==> src/rtl/keypad_pkg.sv <==
// Shared types and constants for the 4x4 matrix keypad scanner.
// Column drive and row decode helpers live here so the top stays focused on sequencing.
package keypad_pkg;

    localparam int KEY_W = 4;
    localparam int ROWS  = 4;
    localparam int COLS  = 4;

    localparam logic [COLS-1:0] COLS_RESET = 4'b1110;

    typedef enum logic [1:0] {
        SCAN,
        DEBOUNCE,
        HELD
    } scan_state_t;

    function automatic logic [COLS-1:0] col_drive(input logic [1:0] idx);
        return ~(4'b0001 << idx);
    endfunction

    // Lowest-numbered low row wins; result is meaningless when no row is low.
    function automatic logic [1:0] lowest_low(input logic [ROWS-1:0] r);
        logic [1:0] idx;
        idx = 2'd0;
        for (int i = ROWS - 1; i >= 0; i--) begin
            if (!r[i]) idx = 2'(i);
        end
        return idx;
    endfunction

endpackage

==> src/rtl/keypad_row_sync.sv <==
// Two-flop synchronizer for the asynchronous, pulled-up keypad row lines.
// Resets to all-ones so the scanner sees "no key" until real samples arrive.
module keypad_row_sync
    import keypad_pkg::*;
(
    input  logic            clk,
    input  logic            reset,
    input  logic [ROWS-1:0] rows,
    output logic [ROWS-1:0] synced
);

    logic [ROWS-1:0] stage;

    always_ff @(posedge clk) begin
        if (reset) begin
            stage  <= '1;
            synced <= '1;
        end else begin
            stage  <= rows;
            synced <= stage;
        end
    end

endmodule

==> src/rtl/keypad_scanner.sv <==
// 4x4 keypad scanner: rotates an active-low column, debounces presses and releases
// on prescaled ticks, and hands out one key code per press over a valid/ack handshake.
module keypad_scanner
    import keypad_pkg::*;
#(
    parameter int SCAN_DIV_BITS  = 16,
    parameter int DEBOUNCE_SCANS = 4
) (
    input  logic             clk,
    input  logic             reset,
    input  logic [ROWS-1:0]  rows,
    output logic [COLS-1:0]  cols,
    output logic [KEY_W-1:0] key_code,
    output logic             key_valid,
    input  logic             key_ack,
    output logic             overrun
);

    localparam logic [3:0] DEB_MAX = 4'(DEBOUNCE_SCANS);

    logic [ROWS-1:0]          rows_sync;
    logic [SCAN_DIV_BITS-1:0] prescale;
    logic                     tick;
    logic                     any_low;
    logic [1:0]               win_row;
    logic [1:0]               col_idx;
    logic [1:0]               row_idx;
    logic [3:0]               deb_cnt;
    scan_state_t              state;

    keypad_row_sync u_row_sync (
        .clk    (clk),
        .reset  (reset),
        .rows   (rows),
        .synced (rows_sync)
    );

    assign tick    = (prescale == '1);
    assign any_low = (rows_sync != '1);
    assign win_row = lowest_low(rows_sync);

    // Ack is applied first so a confirm on the same edge overrides it.
    always_ff @(posedge clk) begin
        if (reset) begin
            state     <= SCAN;
            prescale  <= '0;
            col_idx   <= 2'd0;
            cols      <= COLS_RESET;
            row_idx   <= 2'd0;
            deb_cnt   <= 4'd0;
            key_code  <= '0;
            key_valid <= 1'b0;
            overrun   <= 1'b0;
        end else begin
            prescale <= prescale + 1'b1;

            if (key_ack && key_valid) begin
                key_valid <= 1'b0;
                overrun   <= 1'b0;
            end

            if (tick) begin
                case (state)
                    SCAN: begin
                        if (any_low) begin
                            row_idx <= win_row;
                            deb_cnt <= 4'd1;
                            state   <= DEBOUNCE;
                        end else begin
                            col_idx <= col_idx + 2'd1;
                            cols    <= col_drive(col_idx + 2'd1);
                        end
                    end
                    DEBOUNCE: begin
                        if (any_low && win_row == row_idx) begin
                            if (deb_cnt + 4'd1 == DEB_MAX) begin
                                state     <= HELD;
                                deb_cnt   <= 4'd0;
                                key_code  <= {row_idx, col_idx};
                                key_valid <= 1'b1;
                                overrun   <= !key_ack && (key_valid || overrun);
                            end else begin
                                deb_cnt <= deb_cnt + 4'd1;
                            end
                        end else begin
                            state   <= SCAN;
                            col_idx <= col_idx + 2'd1;
                            cols    <= col_drive(col_idx + 2'd1);
                        end
                    end
                    HELD: begin
                        // No auto-repeat: only a debounced full release leaves HELD.
                        if (!any_low) begin
                            if (deb_cnt + 4'd1 == DEB_MAX) begin
                                state   <= SCAN;
                                deb_cnt <= 4'd0;
                                col_idx <= col_idx + 2'd1;
                                cols    <= col_drive(col_idx + 2'd1);
                            end else begin
                                deb_cnt <= deb_cnt + 4'd1;
                            end
                        end else begin
                            deb_cnt <= 4'd0;
                        end
                    end
                    default: state <= SCAN;
                endcase
            end
        end
    end

endmodule

==> config.mk <==
export PLATFORM = sky130hd
export DESIGN_NAME = keypad_scanner
export DESIGN_NICKNAME = d
export VERILOG_FILES = /design/src/rtl/keypad_pkg.sv /design/src/rtl/keypad_row_sync.sv /design/src/rtl/keypad_scanner.sv
export SDC_FILE = /design/constraint.sdc
export NUM_CORES = 1
export LEC_CHECK = 0
export ABC_CLOCK_PERIOD_IN_PS = 1850
export CORE_AREA = 2 2 57 80
export CTS_CLUSTER_DIAMETER = 80
export CTS_CLUSTER_SIZE = 24
export DETAILED_ROUTE_END_ITERATION = 8
export DIE_AREA = 0 0 59 82
export PLACE_DENSITY = 0.73
export SYNTH_ARGS = -nofsm -noshare
export SYNTH_HDL_FRONTEND = slang
export SYNTH_HIERARCHICAL = 1
export SYNTH_SLANG_ARGS = --single-unit
==> constraint.sdc <==
create_clock -name clk -period 1.85 [get_ports clk]
set_input_delay 0.4625 -clock clk [delete_from_list [all_inputs] [get_ports clk]]
set_output_delay 0.4625 -clock clk [all_outputs]
set_load 0.01 [all_outputs]
Word level (Yosys, flattened, before mapping)
Cells that the tools add are included.
{"block": "classes", "n_bitwise": 1, "eq_ne": 13, "reduce_logical": 12, "muxes": 35, "add_sub_neg": 3, "n_shift": 1}
{"operator": "$mux 4", "count": 8}
{"operator": "$mux 2", "count": 13}
{"operator": "$pmux 4 s3", "count": 2}
{"operator": "$add 16x1->16 const B", "count": 1}
{"operator": "$eq 16x16->1 const B", "count": 1}
{"operator": "$ne 2x2->1 const B", "count": 6}
{"operator": "$pmux 2 s3", "count": 2}
{"operator": "$mux 1", "count": 10}
{"operator": "$reduce_and 4->1", "count": 2}
{"operator": "$reduce_and 6->1", "count": 1}
{"operator": "$reduce_and 5->1", "count": 1}
{"operator": "$add 4x1->4 const B", "count": 1}
{"operator": "$eq 4x3->1 const B", "count": 1}
{"operator": "$ne 4x4->1 const B", "count": 1}
{"operator": "$not 4->4", "count": 1}
{"operator": "$shl 1x2->4 const A", "count": 1}
{"operator": "$logic_and 1x1->1", "count": 3}
{"operator": "$ne 3x3->1 const B", "count": 1}
{"operator": "$reduce_and 3->1", "count": 1}
{"operator": "$reduce_bool 3->1", "count": 1}
{"operator": "$add 2x1->2 const B", "count": 1}
{"operator": "$eq 2x1->1 const B", "count": 1}
{"operator": "$eq 2x2->1", "count": 1}
{"operator": "$eq 2x2->1 const B", "count": 1}
{"operator": "other kinds (3)", "count": 3}
{"block": "totals", "word_cells": 76, "input_bits": 7, "register_bits": 44}

Logic depth before layout (Yosys ltp)
{"block": "depth", "depth_word": 9, "depth_mapped": 8}

By module
Netlist, hierarchy kept.
{"module": "keypad_scanner", "instances": 1, "cells_per_inst": 207, "area_per_inst_um2": 1834.3}
{"module": "keypad_row_sync", "instances": 1, "cells_per_inst": 16, "area_per_inst_um2": 210.2}

Worst setup path before layout
Ideal clock, no wire load.
{"block": "synth_path", "path_kind": "register to register", "start": "register deb_cnt[0]", "end": "register overrun", "arrival_time_ns": 1.768, "synth_period_minus_slack_ns": 1.900, "path_slack_ns": -0.050, "required_ns": 1.718, "setup_ns": 0.132, "stages_incl_launch_ff": 9, "cell_sequence": "dfxtp_1 ha_1 nand2b_1 a21boi_1 o22ai_2 or3b_1 buf_6 a31oi_1 a21oi_1"}
{"block": "synth_between", "elab_chain_len": 6}
{"element": "start, declared", "line": "keypad_scanner.sv:28", "source": "logic [3:0] deb_cnt;"}
{"element": "start signal, assigned", "line": "keypad_scanner.sv:83", "source": "deb_cnt <= deb_cnt + 4'd1;"}
{"element": "start signal, assigned", "line": "keypad_scanner.sv:100", "source": "deb_cnt <= deb_cnt + 4'd1;"}
{"element": "$add 4x1->4", "line": "keypad_scanner.sv:76", "source": "if (deb_cnt + 4'd1 == DEB_MAX) begin"}
{"element": "$eq 4x3->1", "line": "keypad_scanner.sv:76"}
{"element": "$mux 1", "line": "keypad_scanner.sv:76"}
{"element": "$mux 1", "line": "keypad_scanner.sv:75", "source": "if (any_low && win_row == row_idx) begin"}
{"element": "$mux 1", "line": "keypad_scanner.sv:63", "source": "case (state)"}
{"element": "$mux 1", "line": "keypad_scanner.sv:62", "source": "if (tick) begin"}
{"element": "end signal, assigned", "line": "keypad_scanner.sv:81", "source": "overrun <= !key_ack && (key_valid || overrun);"}
{"element": "end, declared", "line": "keypad_scanner.sv:16", "source": "output logic overrun"}
Every way passes these cells.
A chain may end at the register's enable or synchronous reset.

Worst setup path in the final report
{"block": "layout_path", "start": "register deb_cnt[1]", "end": "register deb_cnt[2]"}
{"block": "layout_between", "elab_chain_len": 5, "word_cells_on_any_way": 6, "cone_classes": "add/sub (1); eq/ne (1); mux (4)"}
{"element": "$add 4x1->4 (*)"}
{"element": "$eq 4x3->1", "line": "keypad_scanner.sv:76, keypad_scanner.sv:94"}
{"element": "$mux 4 (*)", "line": "keypad_scanner.sv:76, keypad_scanner.sv:94"}
{"element": "$mux 4, on equally long branches", "line": "keypad_scanner.sv:93, keypad_scanner.sv:75"}
{"element": "$pmux 4 s3 (*)", "line": "keypad_scanner.sv:63"}
Mark *: on every way between the ends. The rest lies on a longest branch, timed or not. The select of a mux whose other input is x is not followed.

==> results.json <==
{
  "port-buffer-count": 16,
  "drive_gt1_frac": 0.2161,
  "insertion_delay_ps": 300,
  "vias": 1691,
  "hold_buffers": 0,
  "ys_seq_area_frac": 0.4308,
  "syn_area_per_cell_um2": 9.168,
  "synth_area_leaders": "dfxtp_1, ha_1, nor2_1",
  "finalSetupViolations": 0,
  "cts_buffers": 5,
  "r2r_cells": 8,
  "globalRoute.totalOverflow": 0,
  "synth.distinct_cells": 45,
  "seqCellArea_um2": 888.4,
  "async_flop_share": 0,
  "synth_edf_count": 0,
  "area_growth_pct": 29.38,
  "end_kind": "register",
  "arrival_ps": 2010,
  "hold_viol_final": 0,
  "grt_pass1_wl_um": 6658,
  "first_pass_iters": 4,
  "dieArea_mm2": 0.004838,
  "nets": 290,
  "ant_nets": 0,
  "yosysMostFrequentCell": "dfxtp_1",
  "die_h_um": 82,
  "synth_commonest_cells": "dfxtp_1, nor2_1, nand2_1",
  "min_from": "u_row_sync/stage[3]",
  "cp.required_ps": 2020,
  "crit_path_max_fanout": 6,
  "ys.flop_type": "dfxtp_1",
  "crit_type": "register to register",
  "clock_tree.buffer_depth": 2,
  "crit_slowest_cell": "o41ai_1",
  "tightest_slew_ps": 479.4,
  "fin_crit_sh": 0.9947,
  "cp.buffers_inverters": 2,
  "rsz0062_at_grt": "true",
  "track_usage": 0.1815,
  "fill_cells": 347,
  "r2r_end": "deb_cnt[2]",
  "grt_start_max_net_pins": 46,
  "initial_core_util": 0.4946,
  "drt_iter0_drc": 35,
  "skew_ps": 7.993,
  "gp_congestion": 0.8195,
  "wirelength_um": 4006,
  "root_buffer": "clkbuf_8",
  "grt_antenna_before_repair": 0,
  "drc": 0,
  "max-cap-violations": 0,
  "multi_input_area_mm2": 0.001154,
  "clk_pin_slew_ps": 80,
  "htreeDepth": 2,
  "tns_ps": 0,
  "cpPeakStageDelay_ps": 420,
  "core.rowCount": 28,
  "whs_ps": 401.3,
  "yosys.area.top_type": "dfxtp_1",
  "min_period_ps": 1840,
  "io_pins": 17,
  "cp_common_cell": "buf_4",
  "synth_area_mm2": 0.002044,
  "die_x_um": 59,
  "vdd_drop_max_mv": 0.6005,
  "crit_chain": "ha_4 > nand3b_1 > buf_4 > o22ai_2 > buf_4 > nor3_1 > o41ai_1 > a21oi_1",
  "clock_sinks": 44,
  "dpl.hpwl_um": 2895,
  "rrSetupSlack_ps": 10,
  "cts_tree": "built",
  "hp-class": "register to register",
  "p_leak_uw": 0.001075,
  "grt_pass1_vias": 1590,
  "reg2reg_from": "deb_cnt[1]",
  "crit_family": "compound AO/OA/AOI/OAI gates",
  "finalMaxSlewViolations": 0,
  "status": "finished clean",
  "routedWlPerCell_um": 12.60,
  "diodes": 0,
  "synthCells": 223,
  "yosys_warnings": 6,
  "hold_end": "u_row_sync/synced[3]",
  "startpoint_type": "register",
  "vias_per_cell": 5.318,
  "synthesis.nets": 241,
  "fmax_mhz": 543.4,
  "ys_ff_latch": 44,
  "hold_path_depth": 1,
  "powerDensity_mw_per_mm2": 633.9,
  "core-area_mm2": 0.004134,
  "synth.top_cell.area_share": 0.4308,
  "relSlewSlack": 0.6797
}
where the power goes:
| group | internal, µW | leakage [µW] | total, µW | switching (µW) |
|---|---|---|---|---|
| combinational | 44.2 | 0.000665 | 78.1 | 33.9 |
| sequential | 961 | 0.000360 | 972 | 11.0 |
| clock | 298 | 0.0000510 | 627 | 329 |
| total | 1300 | 0.00108 | 1680 | 374 |
worst max-delay path by stage:
stage | start | end | slack [ps] | cells after the start
6_report | deb_cnt[1] | deb_cnt[2] | 10 | 8
5_1_grt | deb_cnt[1] | col_idx[1] | -110 | 9
4_1_cts | deb_cnt[1] | cols[2] | 1 | 9
3_5_place_dp | deb_cnt[1] | cols[2] | -30 | 9
3_3_place_gp | prescale[1] | row_idx[1] | -4 | 7
2_1_floorplan | prescale[0] | overrun | 10 | 8
per-layer routing:
layer  global-route usage  routed length [µm]  part of all wire  vias to the layer above
li1                     -                   -                 -                      860
met1               0.2037                1714              0.43                      798
met2               0.3111                2089              0.52                       22
met3              0.03937                  87             0.022                       11
met4               0.1045                 114             0.028                        0
met5                    0                   0                 0                        -
cell usage in the layout, fill, tap and decap left out, types with 2 or more instances in the layout:
master / instances
a21oi_1: 9
a21oi_2: 2
a31oi_1: 2
buf_4: 28
buf_6: 2
clkbuf_8: 6
clkdlybuf4s50_1: 16
clkinv_2: 2
dfxtp_1: 38
dfxtp_2: 6
ha_1: 9
ha_4: 2
inv_1: 11
mux2i_1: 10
nand2_1: 12
nand2b_1: 11
nand3_1: 8
nand3b_1: 2
nand4_1: 5
nand4b_1: 2
nor2_1: 28
nor2b_1: 4
nor3_1: 4
o21ai_0: 3
o21bai_1: 2
or2_1: 9
or3_1: 3
xnor2_1: 5
xor2_1: 9
stage by stage:
step | util | instance area, µm² | total power, µW | std cells | setup slack, ps
3_3_place_gp | 0.5975 | 2470 | 1066 | 308 | -4.222
4_1_cts | 0.6253 | 2585 | 1689 | 316 | 0.9672
2_1_floorplan | - | 2049 | 1027 | 223 | 12.87
6_report | 0.6398 | 2645 | 1677 | 318 | 9.869
5_1_grt | 0.6398 | 2645 | 1746 | 318 | -106.7
3_5_place_dp | 0.5975 | 2470 | 1067 | 308 | -31.54
flip-flops by register name, summed over array words and instances, names as in the netlist:
register	cells
col_idx	2
u_row_sync/stage	4
prescale	16
key_valid	1
key_code	4
u_row_sync/synced	4
row_idx	2
overrun	1
state	2
deb_cnt	4
cols	4
logic make-up (layout without fill, tap and decap cells):
logic type,count (synthesis),after routing,share of synthesized area
AOI/OAI and AO/OA,28,28,0.09119
xor gates and xnor gates,14,14,0.05998
and+or+nand+nor,100,100,0.2687
buffers and inverters,16,66,0.03305
adders and majority gates,11,11,0.06732
muxes,10,10,0.04896
DFF,44,44,0.4308
final cells by class:
type / count / area share
multi-input cells: 163 / 0.4361
inverters: 11 / 0.01561
flip-flops and latches: 44 / 0.3359
well taps: 45 / 0.02129
clock inverters: 2 / 0.003784
repair buffers: 47 / 0.1561
clock buffers: 6 / 0.03122
worst reg2reg max path: cells and delay by family, from the launching register on:
kind | cells | cell delay, ps
DFF | 1 | 350
AOI/OAI and AO/OA | 3 | 650
adders and majority gates | 1 | 170
and+or+nand+nor | 2 | 220
buffers and inverters | 2 | 320
what timing repair did:
| action | CTS | global route |
|---|---|---|
| endpoints found under the setup margin | 10 | 14 |
| pin swaps | 0 | 6 |
| endpoints found under the hold margin | 0 | 0 |
| setup buffers | 0 | 2 |
| gates resized for setup | 4 | 11 |
Note: power is estimated with default switching activity, not from simulation.
